--- src/rtl/bip_control_unit.sv ---
// rtl/bip_control_unit.sv - BIP2 multi-cycle control FSM (FETCH/DECODE/EXECUTE/HALT)
// Optional conditional branches enabled by macro CU_BRANCH_EN.
module bip_control_unit #(
    parameter int OPCODE_WIDTH = 5
) (
    input  logic                    clock,
    input  logic                    cu_reset,
    input  logic [OPCODE_WIDTH-1:0] ir_opcode,
    input  logic                    acc_zero,
    input  logic                    acc_neg,
    output logic                    ir_wr,
    output logic                    pc_wr,
    output logic                    acc_wr,
    output logic                    mem_wr,
    output logic                    pc_src,
    output logic [1:0]              acc_src,
    output logic                    alu_op,
    output logic                    alu_src_b,
    output logic [1:0]              cu_state,
    output logic                    cu_halted
);

    typedef enum logic [1:0] {
        S_FETCH   = 2'b00,
        S_DECODE  = 2'b01,
        S_EXECUTE = 2'b10,
        S_HALT    = 2'b11
    } state_t;

    localparam logic [OPCODE_WIDTH-1:0] OP_HLT  = OPCODE_WIDTH'(5'b00000);
    localparam logic [OPCODE_WIDTH-1:0] OP_STO  = OPCODE_WIDTH'(5'b00001);
    localparam logic [OPCODE_WIDTH-1:0] OP_LD   = OPCODE_WIDTH'(5'b00010);
    localparam logic [OPCODE_WIDTH-1:0] OP_LDI  = OPCODE_WIDTH'(5'b00011);
    localparam logic [OPCODE_WIDTH-1:0] OP_ADD  = OPCODE_WIDTH'(5'b00100);
    localparam logic [OPCODE_WIDTH-1:0] OP_ADDI = OPCODE_WIDTH'(5'b00101);
    localparam logic [OPCODE_WIDTH-1:0] OP_SUB  = OPCODE_WIDTH'(5'b00110);
    localparam logic [OPCODE_WIDTH-1:0] OP_SUBI = OPCODE_WIDTH'(5'b00111);
    localparam logic [OPCODE_WIDTH-1:0] OP_JMP  = OPCODE_WIDTH'(5'b01110);

    state_t state_q, state_d;
    logic   branch_taken;

    always_ff @(posedge clock) begin
        if (cu_reset) begin
            state_q <= S_FETCH;
        end else begin
            state_q <= state_d;
        end
    end

    always_comb begin
        state_d = state_q;
        case (state_q)
            S_FETCH:   state_d = S_DECODE;
            S_DECODE:  state_d = (ir_opcode == OP_HLT) ? S_HALT : S_EXECUTE;
            S_EXECUTE: state_d = S_FETCH;
            default:   state_d = S_HALT;
        endcase
    end

`ifdef CU_BRANCH_EN
    localparam logic [OPCODE_WIDTH-1:0] OP_BEQ = OPCODE_WIDTH'(5'b01000);
    localparam logic [OPCODE_WIDTH-1:0] OP_BNE = OPCODE_WIDTH'(5'b01001);
    localparam logic [OPCODE_WIDTH-1:0] OP_BGT = OPCODE_WIDTH'(5'b01010);
    localparam logic [OPCODE_WIDTH-1:0] OP_BGE = OPCODE_WIDTH'(5'b01011);
    localparam logic [OPCODE_WIDTH-1:0] OP_BLT = OPCODE_WIDTH'(5'b01100);
    localparam logic [OPCODE_WIDTH-1:0] OP_BLE = OPCODE_WIDTH'(5'b01101);

    always_comb begin
        branch_taken = 1'b0;
        case (ir_opcode)
            OP_BEQ:  branch_taken = acc_zero;
            OP_BNE:  branch_taken = !acc_zero;
            OP_BGT:  branch_taken = !acc_zero && !acc_neg;
            OP_BGE:  branch_taken = !acc_neg;
            OP_BLT:  branch_taken = acc_neg;
            OP_BLE:  branch_taken = acc_neg || acc_zero;
            default: branch_taken = 1'b0;
        endcase
    end
`else
    logic unused_flags;
    assign unused_flags = acc_zero | acc_neg;
    assign branch_taken = 1'b0;
`endif

    // Strobes are gated by cu_reset so a reset mid-instruction never commits EXECUTE.
    always_comb begin
        ir_wr     = 1'b0;
        pc_wr     = 1'b0;
        acc_wr    = 1'b0;
        mem_wr    = 1'b0;
        pc_src    = 1'b0;
        acc_src   = 2'b00;
        alu_op    = 1'b0;
        alu_src_b = 1'b0;
        if (!cu_reset) begin
            if (state_q == S_FETCH) begin
                ir_wr = 1'b1;
            end
            if (state_q == S_EXECUTE) begin
                pc_wr  = 1'b1;
                pc_src = (ir_opcode == OP_JMP) || branch_taken;
                case (ir_opcode)
                    OP_STO: mem_wr = 1'b1;
                    OP_LD: begin
                        acc_wr  = 1'b1;
                        acc_src = 2'b01;
                    end
                    OP_LDI: begin
                        acc_wr  = 1'b1;
                        acc_src = 2'b10;
                    end
                    OP_ADD: acc_wr = 1'b1;
                    OP_ADDI: begin
                        acc_wr    = 1'b1;
                        alu_src_b = 1'b1;
                    end
                    OP_SUB: begin
                        acc_wr = 1'b1;
                        alu_op = 1'b1;
                    end
                    OP_SUBI: begin
                        acc_wr    = 1'b1;
                        alu_op    = 1'b1;
                        alu_src_b = 1'b1;
                    end
                    default: ;
                endcase
            end
        end
    end

    assign cu_state  = state_q;
    assign cu_halted = (state_q == S_HALT);

endmodule

--- config.mk ---
export PLATFORM = sky130hd
export DESIGN_NAME = bip_control_unit
export DESIGN_NICKNAME = d
export VERILOG_FILES = /design/src/rtl/bip_control_unit.sv
export SDC_FILE = /design/constraint.sdc
export NUM_CORES = 1
export LEC_CHECK = 0
export CAP_MARGIN = 10
export CELL_PAD_IN_SITES_DETAIL_PLACEMENT = 1
export CELL_PAD_IN_SITES_GLOBAL_PLACEMENT = 2
export CORE_MARGIN = 2
export CORE_UTILIZATION = 12
export DETAILED_ROUTE_END_ITERATION = 8
export PLACE_DENSITY = 0.75
export SLEW_MARGIN = 20
export SYNTH_ARGS = -nofsm -noshare
export SYNTH_HDL_FRONTEND = slang
export SYNTH_SLANG_ARGS = --single-unit
--- constraint.sdc ---
create_clock -name clock -period 2.27 [get_ports clock]
set_input_delay 0.454 -clock clock [delete_from_list [all_inputs] [get_ports clock]]
set_output_delay 0.454 -clock clock [all_outputs]
set_load 0.05 [all_outputs]
# Yosys cells after proc, flatten, opt, wreduce, memory -nomap -nowiden
# Index checks and enable logic that the tools add are counted.
dict set report word_totals {
  ff_bits 2
  input_bits 9
  out_inout_bits 12
}
dict set report classes {
  eq_ne 11
  mux 23
  n_reduce_logical 5
}
# operator n
set ops {}
lappend ops {{5-bit by 3-bit equality test with 1-bit output (second input constant)} 4}
lappend ops {{1-bit two-way mux} 19}
lappend ops {{5-bit by 2-bit equality test with 1-bit output (second input constant)} 2}
lappend ops {{2-bit one-hot mux with 3 select lines} 1}
lappend ops {{6-bit OR reduction} 1}
lappend ops {{5-bit by 1-bit equality test with 1-bit output (second input constant)} 1}
lappend ops {{5-bit by 4-bit equality test with 1-bit output (second input constant)} 1}
lappend ops {{5-bit zero test} 1}
lappend ops {{2-bit equality test (second input constant)} 2}
lappend ops {{2-bit two-way mux} 2}
lappend ops {{2-bit one-hot mux with 2 select lines} 1}
lappend ops {{2-bit OR reduction} 2}
lappend ops {{2-bit by 1-bit equality test with 1-bit output (second input constant)} 1}
lappend ops {{2-bit zero test} 1}

# Logic depth before layout (Yosys ltp)
# Gate-level depths: netlist of the first run.
dict set report depth {
  word_depth 5
  depth_mapped 3
  depth_no_buf 3
}

# Least setup slack after synthesis of the first run
# OpenSTA, ideal clock, no wires.
dict set report synth_path {
  path_type {register to output}
  from {register state_q[1], in the netlist cu_state[1]}
  to {output port acc_src[1]}
  arrival_ps 2581
  required_time_ps 1816
  path_slack_ps -765
  stages_incl_launch_ff 4
  path_cell_list {dfxtp_1 nor3b_4 nand2_2 nor3_1}
}
dict set report synth_between {
  elab_chain_len 3
}
# element line_no
set synth_rtl {}
lappend synth_rtl {{start, declared} 40} ;# state_t state_q, state_d;
lappend synth_rtl {{start signal, assigned} 47} ;# state_q <= state_d;
lappend synth_rtl {{2-bit equality test} 101} ;# if (state_q == S_EXECUTE) begin
lappend synth_rtl {{2-bit two-way mux} 101}
lappend synth_rtl {{2-bit two-way mux} 97} ;# if (!cu_reset) begin
lappend synth_rtl {{end, declared} 16} ;# output logic [1:0] acc_src,
# Every way passes these cells.

# Worst setup path after layout of the first run
dict set report layout_path {
  from {input port ir_opcode[3]}
  to {output port acc_src[1]}
}
dict set report layout_between {
  elab_chain_len 4
  word_cells_on_any_way 5
  classes_between {2 x eq/ne; 3 x mux}
}
# element line_no
set layout_rtl {}
lappend layout_rtl {{start, declared} 8} ;# input logic [OPCODE_WIDTH-1:0] ir_opcode,
lappend layout_rtl {{5-bit by 2-bit equality test with 1-bit output} 104} ;# case (ir_opcode)
lappend layout_rtl {{2-bit one-hot mux with 2 select lines *} 104}
lappend layout_rtl {{2-bit two-way mux *} 101}
lappend layout_rtl {{2-bit two-way mux *} 97}
# Mark *: on every way between the ends. The rest lies on a longest branch, timed or not.

==> results.yml, run 1 <==
sta:
  min_period_ns: 2.17
  fin_worst_skew_ns: 0.00269
  hold_viol: 0
  worst_pin_slew_ns: 0.511
  rsz0062_at_grt: "no"
  report.final.slew_viol_count: 0
  holdWs_ns: 0.503
  timing.final.crit_share: 0.955
  maxSlewHeadroom: 0.658
  clock.fmax_ghz: 0.461
  setup_tns_ns: 0
  setup_viol: 0
logic_synthesis:
  ys_seq_elements: 2
  synth_top_family_by_area: "simple AND/OR/NAND/NOR gates"
  synth_xor_area_frac: 0
  netlist_instances: 24
  synth_top_area_frac: 0.212
  netlist_area_um2: 189
  syn_avg_cell_area_um2: 7.87
  ys_warn_count: 0
  synth_compound_area_frac: 0.0728
  yosysTopAreaCell: "dfxtp_1"
  synth-simple-area-share: 0.695
  synth_area_leaders: "dfxtp_1, and3_1, nor3b_4"
  synthMuxAreaShare: 0
  synth_fa_ha_area_frac: 0
  yosys.cell_types.count: 15
  syn_nets: 33
  yosysSeqAreaShare: 0.212
routing:
  drc: 0
  via_count: 283
  ant_nets: 0
  wl_um: 741
  wl_per_cell_um: 11.1
  firstDrtPassIters: 2
  vias_per_cell: 4.22
  drtIter0Drc: 6
finish:
  layout_common_cells: "buf_12, clkdlybuf4s50_1, buf_4, and3_1, clkbuf_4"
  final_nets: 61
  nFillCells: 163
  final_common_cell: "buf_12"
  drive_gt1_frac: 0.510
  seq_area_um2: 45.0
  syn2layout_area_growth_pct: 209
  diodes: 0
  multiInputGateArea_um2: 179
  largest_register_ffs: 2
global_route:
  grt_pass1_wl_um: 1200
  grt_pass1_vias: 307
  track_usage: 0.0867
  grt_overflow: 0
  grt_start_max_net_pins: 7
  antenna_found_initial: 0
clock_tree:
  cts.htree.levels: 1
  cts_sinks: 2
  root_buffer: "clkbuf_4"
  holdBufCountCts: 0
  cts_made_buffers: 3
  cts_tree: "yes"
  clk_latency_ns: 0.22
  clockBufferDepth: 2
  path_clk_slew_ns: 0.03
worst_setup_path:
  required_ns: 1.82
  start_kind: "input port"
  cp_max_fo: 3
  endpoint_kind: "output port"
  arrival_ns: 1.71
  criticalPathCategory: "input port to output port"
floorplanning:
  fp.dieH_um: 43.7
  die_x_um: 43.7
  coreArea_um2: 1490
  dieArea_um2: 1910
  io_pins: 21
  start_util: 0.127
  fp-row-count: 14
placed_design:
  place_hpwl_um: 642
  portBuffers: 18
  gp_congestion: 0.670
job:
  drv_cap: 0
hold_path:
  hold_path_class: "flip-flop to flip-flop"
power:
  power_leakage_uw: 0.000253
  power_density_nw_per_um2: 366
  vdd_drop_max_v: 0.000257
run_status:
  status: "completed"
through the flow:
stage / worst slack [ns] / cell area, µm² / power [µW] / utilization / cells
after floorplan: -0.131 / 225 / 82.1 / - / 24
after global placement: -0.0203 / 546 / 126 / 0.366 / 62
after detailed placement: -0.0264 / 546 / 127 / 0.366 / 62
after CTS: 0.00397 / 579 / 220 / 0.389 / 67
after global routing: 0.0204 / 584 / 227 / 0.392 / 67
final: 0.103 / 584 / 214 / 0.392 / 67
power by group:
group	internal [µW]	switching (µW)	leakage (µW)	total, µW
clock	65.4	21.7	0.0000150	87.1
sequential	38.9	5.24	0.0000175	44.1
combinational	37.5	44.9	0.000220	82.4
total	142	71.8	0.000253	214
cells by family after synthesis:
group / after synthesis
simple gates: 19
buf+inv: 1
flops: 2
compound gates: 2
final timing paths:
| kind | slack (ns) | start | end | depth (start not counted) |
|---|---|---|---|---|
| worst max register to register | 1.44 | cu_state[0] | cu_state[0] | 2 |
| worst min register to register | 0.50 | cu_state[0] | cu_state[1] | 1 |
| worst max-delay path | 0.10 | ir_opcode[3] | acc_src[1] | 6 |
| worst min-delay path | 0.50 | cu_state[0] | cu_state[1] | 1 |
metal layers:
metal  up-vias  GRT usage  share of wire
li1        141          -              -
met1       136     0.0859           0.35
met2         4      0.156           0.61
met3         2     0.0125          0.019
met4         0     0.0727          0.018
met5         -          0              0
cell type report:
cell class	instances	share of cell area
inverter	1	0.00642
tap	16	0.0343
sequential	2	0.0771
timing repair buffer	23	0.531
clock buffer	4	0.0450
multi-input combinational	21	0.306
synth_stat cells:
cell type	count
a21oi_1	1
and2_1	2
and3_1	3
and3b_1	1
dfxtp_1	2
inv_1	1
nand2_1	3
nand2_2	1
nor2_1	3
nor2b_1	1
nor3_1	2
nor3b_4	1
nor4_2	1
nor4b_2	1
o31a_1	1
worst max-delay path, cell delays in order:
cell	delay, ns
clkdlybuf4s50_1	0.42
nor2_1	0.21
nand2_2	0.11
buf_4	0.16
nor3_4	0.19
buf_12	0.16
timing repair:
action / 4_1_cts / 5_1_grt
buffers inserted: 1 / 0
cloned: 0 / 0
pin swaps: 2 / 2
setup endpoints to repair: 3 / 5
gates resized for setup: 0 / 2
(Power assumes the default switching activity.)
==> run 2: changes to the inputs <==
--- a/config.mk
+++ b/config.mk
@@ -11,6 +11,7 @@
 export CORE_MARGIN = 2
 export CORE_UTILIZATION = 12
 export DETAILED_ROUTE_END_ITERATION = 8
+export MAX_ROUTING_LAYER = met4
 export PLACE_DENSITY = 0.75
 export SLEW_MARGIN = 20
 export SYNTH_ARGS = -nofsm -noshare
==> results of run 2 <==
No change in the layout: final DEF, timing and power equal those of run 1.
Main changes from that run: final weighted congestion in routability-driven placement 0.670 -> 0.676; overall routing resource usage 0.0867 -> 0.0894
==> run 3: changes to the inputs <==
--- a/config.mk
+++ b/config.mk
@@ -5,14 +5,16 @@
 export SDC_FILE = /design/constraint.sdc
 export NUM_CORES = 1
 export LEC_CHECK = 0
+export ABC_AREA = 1
+export ABC_CLOCK_PERIOD_IN_PS = 2270
 export CAP_MARGIN = 10
 export CELL_PAD_IN_SITES_DETAIL_PLACEMENT = 1
 export CELL_PAD_IN_SITES_GLOBAL_PLACEMENT = 2
 export CORE_MARGIN = 2
-export CORE_UTILIZATION = 12
+export CORE_UTILIZATION = 11
 export DETAILED_ROUTE_END_ITERATION = 8
 export MAX_ROUTING_LAYER = met4
-export PLACE_DENSITY = 0.75
+export PLACE_DENSITY = 0.71
 export SLEW_MARGIN = 20
 export SYNTH_ARGS = -nofsm -noshare
 export SYNTH_HDL_FRONTEND = slang
==> run 3 against run 2 <==
Compared with the run above:
- routed wire length fell by 3.6%
- synthesized cell count grew 58%
- clock power fell by 12%
- fmax rose by 2.3%
- sequential power is essentially flat
- total power fell by 6.8%
- first-iteration DRC count is 67% lower
- combinational power down 5.1%
- core utilization decreased by 8.8 points
==> results.yml, run 3 <==
run_status:
  status: "completed"
finish:
  seq_area_um2: 40.0
  syn2layout_area_growth_pct: 152
  final_nets: 70
  final_common_cell: "nor2_1"
  drive_gt1_frac: 0.339
  layout_common_cells: "nor2_1, clkdlybuf4s50_1, buf_12, inv_1, nand2_1"
  diodes: 0
  largest_register_ffs: 2
  nFillCells: 231
  multiInputGateArea_um2: 139
  fin_area_um2: 537
global_route:
  grt_pass1_wl_um: 1180
  grt_pass1_vias: 306
  use_met2: 0.109
  met1_usage: 0.0998
  grt_start_max_net_pins: 7
  track_usage: 0.0815
  grt_overflow: 0
  top_usage_layer: "met2"
  grtUsageMet3: 0.0113
  antenna_found_initial: 0
routing:
  ant_nets: 0
  firstDrtPassIters: 3
  vias_per_cell: 3.52
  via_count: 296
  wl_per_cell_um: 8.50
  wl_um: 714
  drtIter0Drc: 2
  drc: 0
logic_synthesis:
  yosysMostFrequentCell: "nor2_1"
  synth_ff_type: "dfxtp_1"
  synth_top_area_frac: 0.194
  netlist_instances: 38
  synth_area_leaders: "nor2_1, dfxtp_1, inv_1"
  syn_avg_cell_area_um2: 5.60
  netlist_area_um2: 213
  synth_edf_count: 0
  yosysTopAreaCell: "nor2_1"
  synthTopCellsByCount: "nor2_1, inv_1, nand2_1"
  syn_nets: 47
  ys_warn_count: 0
  yosysSeqAreaShare: 0.188
  yosys.cell_types.count: 14
  ys_seq_elements: 2
  synthArstFlopShare: 0
placed_design:
  gp_congestion: 0.711
  place_hpwl_um: 640
  portBuffers: 18
  dpl-instance-area_um2: 514
clock_tree:
  clk_latency_ns: 0.22
  cts_tree: "yes"
  cts_setup_buffers: 0
  cts_sinks: 2
  cts_made_buffers: 3
  cts.htree.levels: 1
  holdBufCountCts: 0
  post_cts.resized_instances: 0
  path_clk_slew_ns: 0.03
  clockBufferDepth: 2
  root_buffer: "clkbuf_4"
worst_setup_path:
  criticalPathCategory: "input port to output port"
  cp_max_fo: 3
  required_ns: 1.82
  start_kind: "input port"
  rr_worst_depth: 3
  arrival_ns: 1.66
  endpoint_kind: "output port"
  r2r_end: "cu_state[0]"
  r2r_start: "cu_state[1]"
  reg2reg_slack_ns: 1.45
hold_path:
  hold_path_class: "flip-flop to flip-flop"
  min_path_cells: 2
  hp-start: "cu_state[0]"
  hold_end: "cu_state[1]"
sta:
  maxSlewHeadroom: 0.665
  timing.final.crit_share: 0.933
  worst_pin_slew_ns: 0.501
  hold_viol: 0
  min_period_ns: 2.12
  setup_tns_ns: 0
  report.final.slew_viol_count: 0
  setup_viol: 0
  fin_worst_skew_ns: 0.00435
  clock.fmax_ghz: 0.472
  rsz0062_at_grt: "no"
job:
  drv_cap: 0
floorplanning:
  start_util: 0.121
  coreArea_um2: 1760
  dieArea_um2: 2300
  die_x_um: 48.0
  fp-row-count: 15
  fp.dieH_um: 48.0
  io_pins: 21
power:
  vdd_drop_max_v: 0.000244
  power_leakage_uw: 0.000223
  power_density_nw_per_um2: 371
==> run 3: changes by cell type in the layout (fill, tap and decap cells not counted), moves of 2 or more <==
cell and delta:
nor2_1 +9, inv_1 +6, buf_4 -5, and3_1 -3, and2_1 -2, dfxtp_1 +2, inv_2 +2, nand2_1 +2
nand3_1 +2
==> run 3: report_power, final <==
| part | switching [µW] | internal, µW |
|---|---|---|
| registers | 5.48 | 38.7 |
| logic | 45.9 | 32.3 |
| clock network | 18.5 | 58.2 |
==> run 3: final cells by class <==
cell class,count,share of cell area
inverter,9,0.0629
tap,25,0.0583
sequential,2,0.0746
timing repair buffer,18,0.503
multi-input combinational,27,0.259
clock buffer,3,0.0420
==> run 3: per-stage QoR <==
step	worst slack, ns	hold slack [ns]	std cells	total power, µW	util
6_report	0.151	0.546	84	199	0.304
5_1_grt	0.0307	0.589	84	209	0.304
4_1_cts	0.141	0.556	84	205	0.304
3_5_place_dp	0.145	0.547	81	124	0.291
3_3_place_gp	0.147	0.540	81	123	0.291
2_1_floorplan	0.0470	0.526	38	85.8	-
==> run 3: metal layers <==
metal | part of all wire | vias to the layer above
met3 | 0.045 | 2
met2 | 0.46 | 11
met4 | 0.018 | 0
met1 | 0.47 | 125
met5 | 0 | -
li1 | - | 158
==> run 3: worst max-delay path, stage by stage <==
cell	delay, ns
clkdlybuf4s50_1	0.45
nor2_1	0.18
nand2_1	0.14
a21oi_1	0.26
buf_12	0.18
==> run 3: cell families after synthesis <==
group,after synthesis,synth area share
and+or+nand+nor,24,0.582
buffers and inverters,9,0.159
AOI/OAI and AO/OA,3,0.0706
DFF,2,0.188
==> run 3: worst max path at each step <==
stage                            start     end  slack (ns)
final                     ir_opcode[3]  acc_wr        0.15
after global routing      ir_opcode[3]  acc_wr        0.03
after CTS                 ir_opcode[3]  acc_wr        0.14
after detailed placement  ir_opcode[3]  acc_wr        0.14
after global placement    ir_opcode[3]  acc_wr        0.15
after floorplan            cu_state[1]  acc_wr        0.05
